### config.mk
export PLATFORM = sky130hd
export DESIGN_NAME = noc_vc_grant_arbiter
export DESIGN_NICKNAME = d
export VERILOG_FILES = /design/src/rtl/noc_vc_grant_arbiter_pkg.sv /design/src/rtl/noc_vc_grant_arbiter_rr_pick.sv /design/src/rtl/noc_vc_grant_arbiter.sv
export SDC_FILE = /design/constraint.sdc
export NUM_CORES = 1
export LEC_CHECK = 0
export ABC_AREA = 1
export BUFFER_PORTS_ARGS = -buffer_cell sky130_fd_sc_hd__buf_4
export CAP_MARGIN = 0
export CORE_MARGIN = 3
export CORE_UTILIZATION = 50
export DETAILED_ROUTE_END_ITERATION = 8
export GPL_ROUTABILITY_DRIVEN = 0
export PLACE_DENSITY = 0.81
export SYNTH_ARGS = -nofsm -noshare
export SYNTH_HDL_FRONTEND = slang
export SYNTH_SLANG_ARGS = --single-unit
### constraint.sdc
create_clock -name noc_clk -period 2.4 [get_ports noc_clk]
set_input_delay 0.12 -clock noc_clk [delete_from_list [all_inputs] [get_ports noc_clk]]
set_output_delay 0.12 -clock noc_clk [all_outputs]
set_load 0.01 [all_outputs]
### src/rtl/noc_vc_grant_arbiter_pkg.sv
// Shared NoC parameters and types for the VC grant arbiter.
// Optional build macro: NOC_VC_ARB_WEIGHT_EN (weighted round robin).
package Noc_parameters;

    localparam int Noc_VC_Channel      = 4;
    localparam int NOC_VC_ARB_WEIGHT_W = 4;

    typedef enum logic {
        ARB_IDLE,
        ARB_LOCK
    } noc_vc_arb_state_e;

endpackage

### src/rtl/noc_vc_grant_arbiter_rr_pick.sv
// Combinational round-robin picker: first eligible requester at or after ptr,
// wrapping from CHANNELS-1 back to 0. Built as a double-width rotate followed
// by a priority encoder on the rotated vector.
module noc_rr_pick #(
    parameter int CHANNELS = 4,
    localparam int IDX_W = $clog2(CHANNELS)
) (
    input  logic [CHANNELS-1:0] req,
    input  logic [IDX_W-1:0]    ptr,
    input  logic [CHANNELS-1:0] mask,
    output logic [CHANNELS-1:0] gnt,
    output logic [IDX_W-1:0]    idx,
    output logic                any
);

    logic [CHANNELS-1:0]   eligible;
    logic [2*CHANNELS-1:0] doubled;
    logic [CHANNELS-1:0]   rotated;
    logic [IDX_W-1:0]      offset;
    logic                  found;
    logic [IDX_W:0]        sum;

    assign eligible = req & ~mask;
    assign doubled  = {eligible, eligible};
    // Bit 0 of the rotated vector corresponds to the VC at ptr.
    assign rotated  = CHANNELS'(doubled >> ptr);
    assign any      = |eligible;

    // Priority-encode the rotated vector, then map the offset back to a VC index.
    always_comb begin
        offset = '0;
        found  = 1'b0;
        for (int i = 0; i < CHANNELS; i++) begin
            if (!found && rotated[i]) begin
                offset = i[IDX_W-1:0];
                found  = 1'b1;
            end
        end
        sum = {1'b0, ptr} + {1'b0, offset};
        if (sum >= (IDX_W+1)'(CHANNELS)) begin
            idx = IDX_W'(sum - (IDX_W+1)'(CHANNELS));
        end else begin
            idx = sum[IDX_W-1:0];
        end
    end

    genvar gi;
    generate
        for (gi = 0; gi < CHANNELS; gi++) begin : g_onehot
            assign gnt[gi] = any && (idx == IDX_W'(gi));
        end
    endgenerate

endmodule

### src/rtl/noc_vc_grant_arbiter.sv
// VC grant arbiter for the merge stage: round robin with wormhole locking.
// A granted VC keeps the grant until its tail flit is accepted; on that tail
// beat the next owner is picked in the same cycle so packets run back to back.
// Optional build macro: NOC_VC_ARB_WEIGHT_EN adds per-VC packet credits
// (weighted round robin) and the i_vc_weight port.
module noc_vc_grant_arbiter
    import Noc_parameters::*;
#(
    parameter int CHANNELS = Noc_VC_Channel
`ifdef NOC_VC_ARB_WEIGHT_EN
    ,
    parameter int WEIGHT_W = NOC_VC_ARB_WEIGHT_W
`endif
    ,
    localparam int IDX_W = $clog2(CHANNELS)
) (
    input  logic                noc_clk,
    input  logic                noc_rst,
    input  logic [CHANNELS-1:0] i_vc_valid,
    input  logic [CHANNELS-1:0] i_vc_ready,
    input  logic [CHANNELS-1:0] i_vc_tail,
    output logic [CHANNELS-1:0] o_vc_grant,
    output logic [IDX_W-1:0]    o_grant_idx,
    output logic                o_busy
`ifdef NOC_VC_ARB_WEIGHT_EN
    ,
    input  logic [CHANNELS*WEIGHT_W-1:0] i_vc_weight
`endif
);

    noc_vc_arb_state_e   state_reg;
    logic [CHANNELS-1:0] grant_reg;
    logic [IDX_W-1:0]    grant_idx_reg;
    logic [IDX_W-1:0]    ptr_reg;
    logic                busy_reg;

    logic                beat;
    logic                tail_beat;
    logic                winner_valid;
    logic [IDX_W-1:0]    ptr_after;
    logic [IDX_W-1:0]    pick_ptr;
    logic [CHANNELS-1:0] pick_mask;
    logic [CHANNELS-1:0] pick_gnt;
    logic [IDX_W-1:0]    pick_idx;
    logic                pick_any;

    assign beat         = |(grant_reg & i_vc_valid & i_vc_ready);
    assign tail_beat    = beat & |(grant_reg & i_vc_tail);
    assign winner_valid = |(grant_reg & i_vc_valid);
    assign ptr_after    = (grant_idx_reg == IDX_W'(CHANNELS - 1)) ? '0 : grant_idx_reg + 1'b1;

    // When idle, search from the stored pointer; when finishing a packet,
    // search from just past the winner and skip the finishing VC.
    assign pick_ptr  = (state_reg == ARB_LOCK) ? ptr_after : ptr_reg;
    assign pick_mask = (state_reg == ARB_LOCK) ? grant_reg : '0;

    noc_rr_pick #(
        .CHANNELS (CHANNELS)
    ) u_pick (
        .req  (i_vc_valid),
        .ptr  (pick_ptr),
        .mask (pick_mask),
        .gnt  (pick_gnt),
        .idx  (pick_idx),
        .any  (pick_any)
    );

`ifdef NOC_VC_ARB_WEIGHT_EN
    logic [WEIGHT_W-1:0] weight_arr [CHANNELS];
    logic [WEIGHT_W-1:0] credit_reg;
    logic [WEIGHT_W-1:0] credit_left;
    logic [WEIGHT_W-1:0] pick_credit;
    logic [WEIGHT_W-1:0] same_credit;

    genvar gi;
    generate
        for (gi = 0; gi < CHANNELS; gi++) begin : g_weight
            assign weight_arr[gi] = i_vc_weight[gi*WEIGHT_W +: WEIGHT_W];
        end
    endgenerate

    // A zero weight still earns one packet per turn.
    assign credit_left = credit_reg - 1'b1;
    assign pick_credit = (weight_arr[pick_idx] == '0) ? WEIGHT_W'(1) : weight_arr[pick_idx];
    assign same_credit = (weight_arr[grant_idx_reg] == '0) ? WEIGHT_W'(1) : weight_arr[grant_idx_reg];
`endif

    // Arbitration FSM: grant, index, pointer, busy (and credit) registers.
    always_ff @(posedge noc_clk or posedge noc_rst) begin
        if (noc_rst) begin
            state_reg     <= ARB_IDLE;
            grant_reg     <= '0;
            grant_idx_reg <= '0;
            ptr_reg       <= '0;
            busy_reg      <= 1'b0;
`ifdef NOC_VC_ARB_WEIGHT_EN
            credit_reg    <= '0;
`endif
        end else begin
            case (state_reg)
                ARB_IDLE: begin
                    if (pick_any) begin
                        state_reg     <= ARB_LOCK;
                        busy_reg      <= 1'b1;
                        grant_reg     <= pick_gnt;
                        grant_idx_reg <= pick_idx;
`ifdef NOC_VC_ARB_WEIGHT_EN
                        credit_reg    <= pick_credit;
`endif
                    end
                end
                ARB_LOCK: begin
                    if (tail_beat) begin
`ifdef NOC_VC_ARB_WEIGHT_EN
                        if ((credit_left != '0) && winner_valid) begin
                            // Credit remains: same VC keeps the turn, pointer stays.
                            credit_reg <= credit_left;
                        end else
`endif
                        begin
                            ptr_reg <= ptr_after;
                            if (pick_any) begin
                                grant_reg     <= pick_gnt;
                                grant_idx_reg <= pick_idx;
`ifdef NOC_VC_ARB_WEIGHT_EN
                                credit_reg    <= pick_credit;
`endif
                            end else if (winner_valid) begin
                                // Sole requester is the finishing VC: re-grant it.
`ifdef NOC_VC_ARB_WEIGHT_EN
                                credit_reg    <= same_credit;
`endif
                            end else begin
                                state_reg     <= ARB_IDLE;
                                busy_reg      <= 1'b0;
                                grant_reg     <= '0;
                                grant_idx_reg <= '0;
                            end
                        end
                    end
                end
                default: begin
                    state_reg     <= ARB_IDLE;
                    busy_reg      <= 1'b0;
                    grant_reg     <= '0;
                    grant_idx_reg <= '0;
                end
            endcase
        end
    end

    assign o_vc_grant  = grant_reg;
    assign o_grant_idx = grant_idx_reg;
    assign o_busy      = busy_reg;

endmodule

==> results of run 1 <==
-- power by group --
part	internal, mW	switching (mW)	leakage (nW)	total, mW
clock network	0.0922	0.0603	0.0210	0.153
registers	0.168	0	0.124	0.168
logic	0.0228	0.0230	0.408	0.0458
-- through the flow --
stage	setup slack [ps]	cell area [um^2]	hold slack, ps	utilization, %	power, mW
detailed placement	125.9	933.4	127.0	68.32	0.2165
floorplan	304.0	768.2	-39.82	-	0.1951
finish	193.0	996.0	207.5	72.89	0.3667
CTS	115.6	979.7	197.1	71.70	0.3722
global placement	158.3	933.4	113.3	68.32	0.2150
global route	21.87	996.0	230.2	72.89	0.3874
-- cells in the final DEF, fill, tap and decap left out, drive strengths merged --
cell,count
dlygate4sd3,1
o21bai,2
a31oi,1
clkbuf,4
dfrtp,10
xor2,1
nand2,57
nand4,2
a21oi,1
nor2,5
o21ai,4
buf,21
ha,2
o31ai,1
inv,10
nor3,1
nand3,12
-- routing by layer --
metal  GRT usage [%]  up-vias
met1           24.57      376
li1                -      402
met4           4.678        0
met3           8.367        4
met2           38.42       25
met5               0        -
-- what timing repair did --
action	in CTS	in global routing
hold buffers	1	0
resized for setup	0	3
setup buffers	0	0
endpoints found under the setup margin	0	5
hold endpoints to repair	10	0
-- cells by family after synthesis --
logic type / share of synthesized area, %
DFF: 32.57
and+or+nand+nor: 47.88
xor gates and xnor gates: 1.140
AOI/OAI and AO/OA: 8.470
buffers and inverters: 6.679
adders and majority gates: 3.257
-- worst register-to-register path: stages (launching register included) --
cell	delay [ps]
dfrtp_1	420
ha_1	330
nand2_2	70
o21ai_4	130
inv_4	70
nand3_2	80
nand2_2	70
a31oi_1	140
nor2_1	60
ha_1	210
xor2_2	200
inv_1	70
nand2_2	110
nand2_2	60
nand2_1	60
nand2_1	40
-- final cells by class --
| type | count | area, um^2 |
|---|---|---|
| Inverter | 10 | 40.04 |
| Fill cell | 119 | 370.4 |
| Sequential cell | 10 | 251.5 |
| Timing Repair Buffer | 22 | 167.7 |
| Tap cell | 15 | 18.77 |
| Multi-Input combinational cell | 89 | 481.7 |
| Clock buffer | 4 | 36.28 |
-- worst min path at each step --
stage / to
6_report: state_reg
4_1_cts: state_reg
3_5_place_dp: o_vc_grant[3]
5_1_grt: state_reg
2_1_floorplan: o_busy
3_3_place_gp: o_vc_grant[3]
==> flow_summary.yaml, run 1 <==
logic_synthesis:
  synth_area_um2: 768.2
  syn-num-nets: 126
  postSynthAreaPerCell_um2: 6.984
  synth_largest_area_cell: "dfrtp_1"
  ys_seq_area_share_pct: 32.57
  synthFlopType: "dfrtp_1"
  ys_types: 22
  yosysWarnings: 0
  netlist.area_leader.share_pct: 32.57
  synthArstFlopShare_pct: 100.0
  syn_inst: 110
  yosysMostFrequentCell: "nand2_1"
  synth_area_leaders: "dfrtp_1 33%, nand2_1 22%, nand2_2 9.0%, nand3_1 6.5%, inv_1 3.4%"
  synthTopCellsByCount: "45 x nand2_1, 11 x nand2_2, 10 x dfrtp_1, 10 x nand3_1, 7 x inv_1"
  synth_seq_cells: 10
  synth_edf_count: 0
timing:
  timing_hold_violations_final: 0
  clock.fmax_ghz: 0.4531
  max-slew-margin-rel_pct: 75.73
  period_needed_ps: 2207
  setup_violations: 0
  clock_skew_ps: 4.044
  finalCritPeriodShare_pct: 91.96
  setup_tns_ps: 0
  finalMaxSlewViolations: 0
  rsz0062_at_grt: "false"
  worstMarginPinSlew_ps: 363.7
critical_path:
  worstSetupPathType: "reg2reg"
  cpPeakStageDelay_ps: 420
  setup.worst_path.end: "o_vc_grant[1]"
  timing.critical_path.cells: "ha_1 -> nand2_2 -> o21ai_4 -> inv_4 -> nand3_2 -> nand2_2 -> a31oi_1 -> nor2_1 -> ha_1 -> xor2_2 -> inv_1 -> nand2_2 -> nand2_2 -> nand2_1 -> nand2_1"
  critPathLaunchType: "flip-flop"
  crit_path_frequent_cell: "nand2_2"
  rrSetupSlack_ps: 190
  crit_family: "simple AND/OR/NAND/NOR gates"
  cp.depth: 15
  end_kind: "flip-flop"
  r2r-start: "o_grant_idx[0]"
  path_max_fanout: 6
  reg2reg_depth: 15
  worstPathRequired_ps: 2570
  cp.arrival_ps: 2370
  crit_buf_inv: 2
  slowest_stage: "dfrtp_1"
  r2r-end: "o_vc_grant[1]"
  startpoint: "o_grant_idx[0]"
clocking:
  htree_num_levels: 1
  cts_buffer_depth: 2
  root_buffer: "clkbuf_4"
  numClockSinks: 10
  numCtsBuffers: 3
  clock_insertion_delay_worst_skew_ps: 270
  path_clk_slew_ps: 70
  cts_tree: "built"
pwr:
  powerDensity_nw_per_um2: 368.2
  leakage_nw: 0.5527
  ir_worst_vdd_mv: 0.3799
global_routing:
  grt_pass1_wl_um: 3236
  grt_antenna_before_repair: 0
  grt.total_usage_pct: 21.76
  grt_max_degree: 13
  grt_pass1_vias: 810
  grt-ovfl-total: 0
floorplanning:
  io_pins: 21
  row_count: 13
  chipHeight_um: 45.20
  start_util_pct: 56.23
  fp.dieW_um: 45.20
  core_um2: 1366
  fp.dieArea_um2: 2043
drt:
  vias_per_cell: 5.380
  ant_nets: 0
  routedWlPerCell_um: 11.91
  drcViolationCount: 0
  routed_wl_um: 1786
  highest_layer: "met4"
  wl_met2_um: 895
  wl_met3_um: 125
  wl_met1_um: 746
  via_count: 807
  drtIter0Drc: 9
  first_pass_iters: 4
place:
  dp.cells: 145
  dp_hpwl_um: 1438
  port_buffers: 20
hold_path:
  hp-class: "in2reg"
  hold_start: "i_vc_valid[0]"
  hold_depth: 5
layout:
  antenna_cells: 0
  largest_register_ffs: 4
  final_nets: 152
  fin_cells: 150
  area_delta_synth_final_pct: 29.64
  drive_above_1_share_pct: 36.30
job:
  cap_viol_max_count: 0
outcome:
  status: "finished, final reports clean"
(Power assumes the default switching activity.)
==> run 2, diff against run 1 <==
--- a/config.mk
+++ b/config.mk
@@ -9,10 +9,10 @@
 export BUFFER_PORTS_ARGS = -buffer_cell sky130_fd_sc_hd__buf_4
 export CAP_MARGIN = 0
 export CORE_MARGIN = 3
-export CORE_UTILIZATION = 50
+export CORE_UTILIZATION = 45
 export DETAILED_ROUTE_END_ITERATION = 8
 export GPL_ROUTABILITY_DRIVEN = 0
-export PLACE_DENSITY = 0.81
+export PLACE_DENSITY = 0.77
 export SYNTH_ARGS = -nofsm -noshare
 export SYNTH_HDL_FRONTEND = slang
 export SYNTH_SLANG_ARGS = --single-unit
==> constraint.sdc (replaced) <==
create_clock -name noc_clk -period 1.9 [get_ports noc_clk]
set_input_delay 0.095 -clock noc_clk [delete_from_list [all_inputs] [get_ports noc_clk]]
set_output_delay 0.095 -clock noc_clk [all_outputs]
set_load 0.01 [all_outputs]
==> run 2 against run 1 <==
The flow now finishes with violations (negative setup slack). Hold slack improved by 54 ps. Power rose by 31%. Largest cell class unchanged. Sequential power rose by 27%. Clock skew rose by 5.0 ps. Clock power rose by 26%. Critical path depth fell by 1. Sequential cell count did not move. Fmax rose by 6.5%.
==> flow_summary.yaml, run 2 (synthesized netlist as in run 1, its figures left out) <==
outcome:
  status: "finished with violations"
  violations: "negative setup slack"
drt:
  vias_per_cell: 5.216
  first_pass_iters: 5
  routed_wl_um: 2306
  routedWlPerCell_um: 13.10
  drtIter0Drc: 28
  drcViolationCount: 0
  ant_nets: 0
  via_count: 918
critical_path:
  worstSetupPathType: "reg2reg"
  path_max_fanout: 6
  cp.arrival_ps: 2240
  cpPeakStageDelay_ps: 460
  timing.critical_path.cells: "clkbuf_16 -> o21ai_4 -> inv_4 -> nand2_1 -> nand2_1 -> a31oi_1 -> nor2_1 -> ha_2 -> xor2_2 -> inv_1 -> nand2_2 -> nand2_2 -> nand2_1 -> nand2_1"
  end_kind: "flip-flop"
  worstPathRequired_ps: 2070
  crit_path_frequent_cell: "nand2_1"
  rrSetupSlack_ps: -170
  slowest_stage: "dfrtp_2"
  critPathLaunchType: "flip-flop"
timing:
  rsz0062_at_grt: "true"
  finalCritPeriodShare_pct: 109.1
  finalMaxSlewViolations: 0
  setup_tns_ps: -842.9
  setup_violations: 6
  worstMarginPinSlew_ps: 383.6
  clock_skew_ps: 9.054
  timing_hold_violations_final: 0
  clock.fmax_ghz: 0.4825
  max-slew-margin-rel_pct: 74.40
  period_needed_ps: 2073
  setup_slack_ps: -172.7
clocking:
  cts_buffer_depth: 2
  htree_num_levels: 1
  numClockSinks: 10
  clock_insertion_delay_worst_skew_ps: 270
  cts_tree: "built"
  path_clk_slew_ps: 70
  root_buffer: "clkbuf_4"
  numCtsBuffers: 3
layout:
  final_nets: 177
  fin_cells: 176
  area_delta_synth_final_pct: 62.22
  drive_above_1_share_pct: 50.63
  design_area_um2: 1246
  nFillCells: 113
  antenna_cells: 0
  mostFrequentLayoutCells: "44 x nand2_1, 44 x buf_4, 11 x nand2_2, 9 x nand3_1, 8 x dfrtp_1"
  largest_register_ffs: 4
pwr:
  power.total_mw: 0.4820
  powerDensity_nw_per_um2: 386.8
  leakage_nw: 0.6881
  ir_worst_vdd_mv: 0.4443
global_routing:
  grt_pass1_vias: 812
  grt_pass1_wl_um: 3408
  grt.total_usage_pct: 21.82
  grt_max_degree: 11
  grt_antenna_before_repair: 0
  grt-ovfl-total: 0
floorplanning:
  start_util_pct: 49.28
  core_um2: 1559
  row_count: 14
  chipHeight_um: 47.32
  fp.dieW_um: 47.32
  io_pins: 21
  fp.dieArea_um2: 2239
place:
  dp_hpwl_um: 1729
  dp.cells: 165
  placed_area_um2: 1124
  port_buffers: 20
hold_path:
  hp-class: "in2reg"
job:
  cap_viol_max_count: 0
[run 2: cell types whose count changed in the layout (fill, tap and decap cells not counted), sizes merged]
cell | before | now
buf | 21 | 45
clkbuf | 4 | 5
[run 2: power by group]
part | internal [mW] | leakage, nW | switching (mW)
clock | 0.116 | 0.0210 | 0.0762
combinational | 0.0422 | 0.544 | 0.0345
sequential | 0.213 | 0.123 | 0
[run 2: per-layer routing]
layer  wire, um  track usage (%)  vias up
met5          0                0        -
met4         49            13.26        0
met3        116            3.065        8
met2       1115            31.55       28
met1       1024            30.32      430
li1           -                -      452
[run 2: worst paths after layout]
check,start,end,depth (start not counted)
min in group asynchronous,noc_rst,o_vc_grant[3],3
hold / removal,i_vc_valid[3],state_reg,5
hold reg to reg,o_busy,o_busy,1
max in group asynchronous,noc_rst,state_reg,3
setup reg to reg,state_reg,o_vc_grant[1],14
setup / recovery,state_reg,o_vc_grant[1],14
[run 2: layout make-up]
cell class	instances	area [um^2]	share of cell area (%)
inverter	10	40.04	3.213
tap	16	20.02	1.606
sequential	10	252.7	20.28
timing repair buffer	47	385.4	30.92
clock buffer	4	36.28	2.912
multi-input combinational	89	511.7	41.06
[run 2: what timing repair did]
item	in CTS	in global routing
hold buffers	1	0
cloned	0	1
endpoints found under the hold margin	10	0
gates resized for setup	3	2
buffers inserted	3	2
setup endpoints to repair	6	6
pin swaps	6	7
[run 2: stage by stage]
step                utilization [%]  setup WS [ps]  hold WS, ps
CTS                           77.13         -161.9        247.3
floorplan                         -         -89.86       -64.89
finish                        79.94         -172.7        261.2
global placement              72.07         -90.67        90.81
global route                  79.94         -295.6        269.4
detailed placement            72.07         -154.2        100.1
[run 2: worst max-delay path, delay by kind of cell, from the launching register on]
family / cells / cell delay, ps
and+or+nand+nor: 7 / 500
DFF: 1 / 460
AOI/OAI and AO/OA: 2 / 360
buffers and inverters: 3 / 310
adders and majority gates: 1 / 180
xor gates and xnor gates: 1 / 170
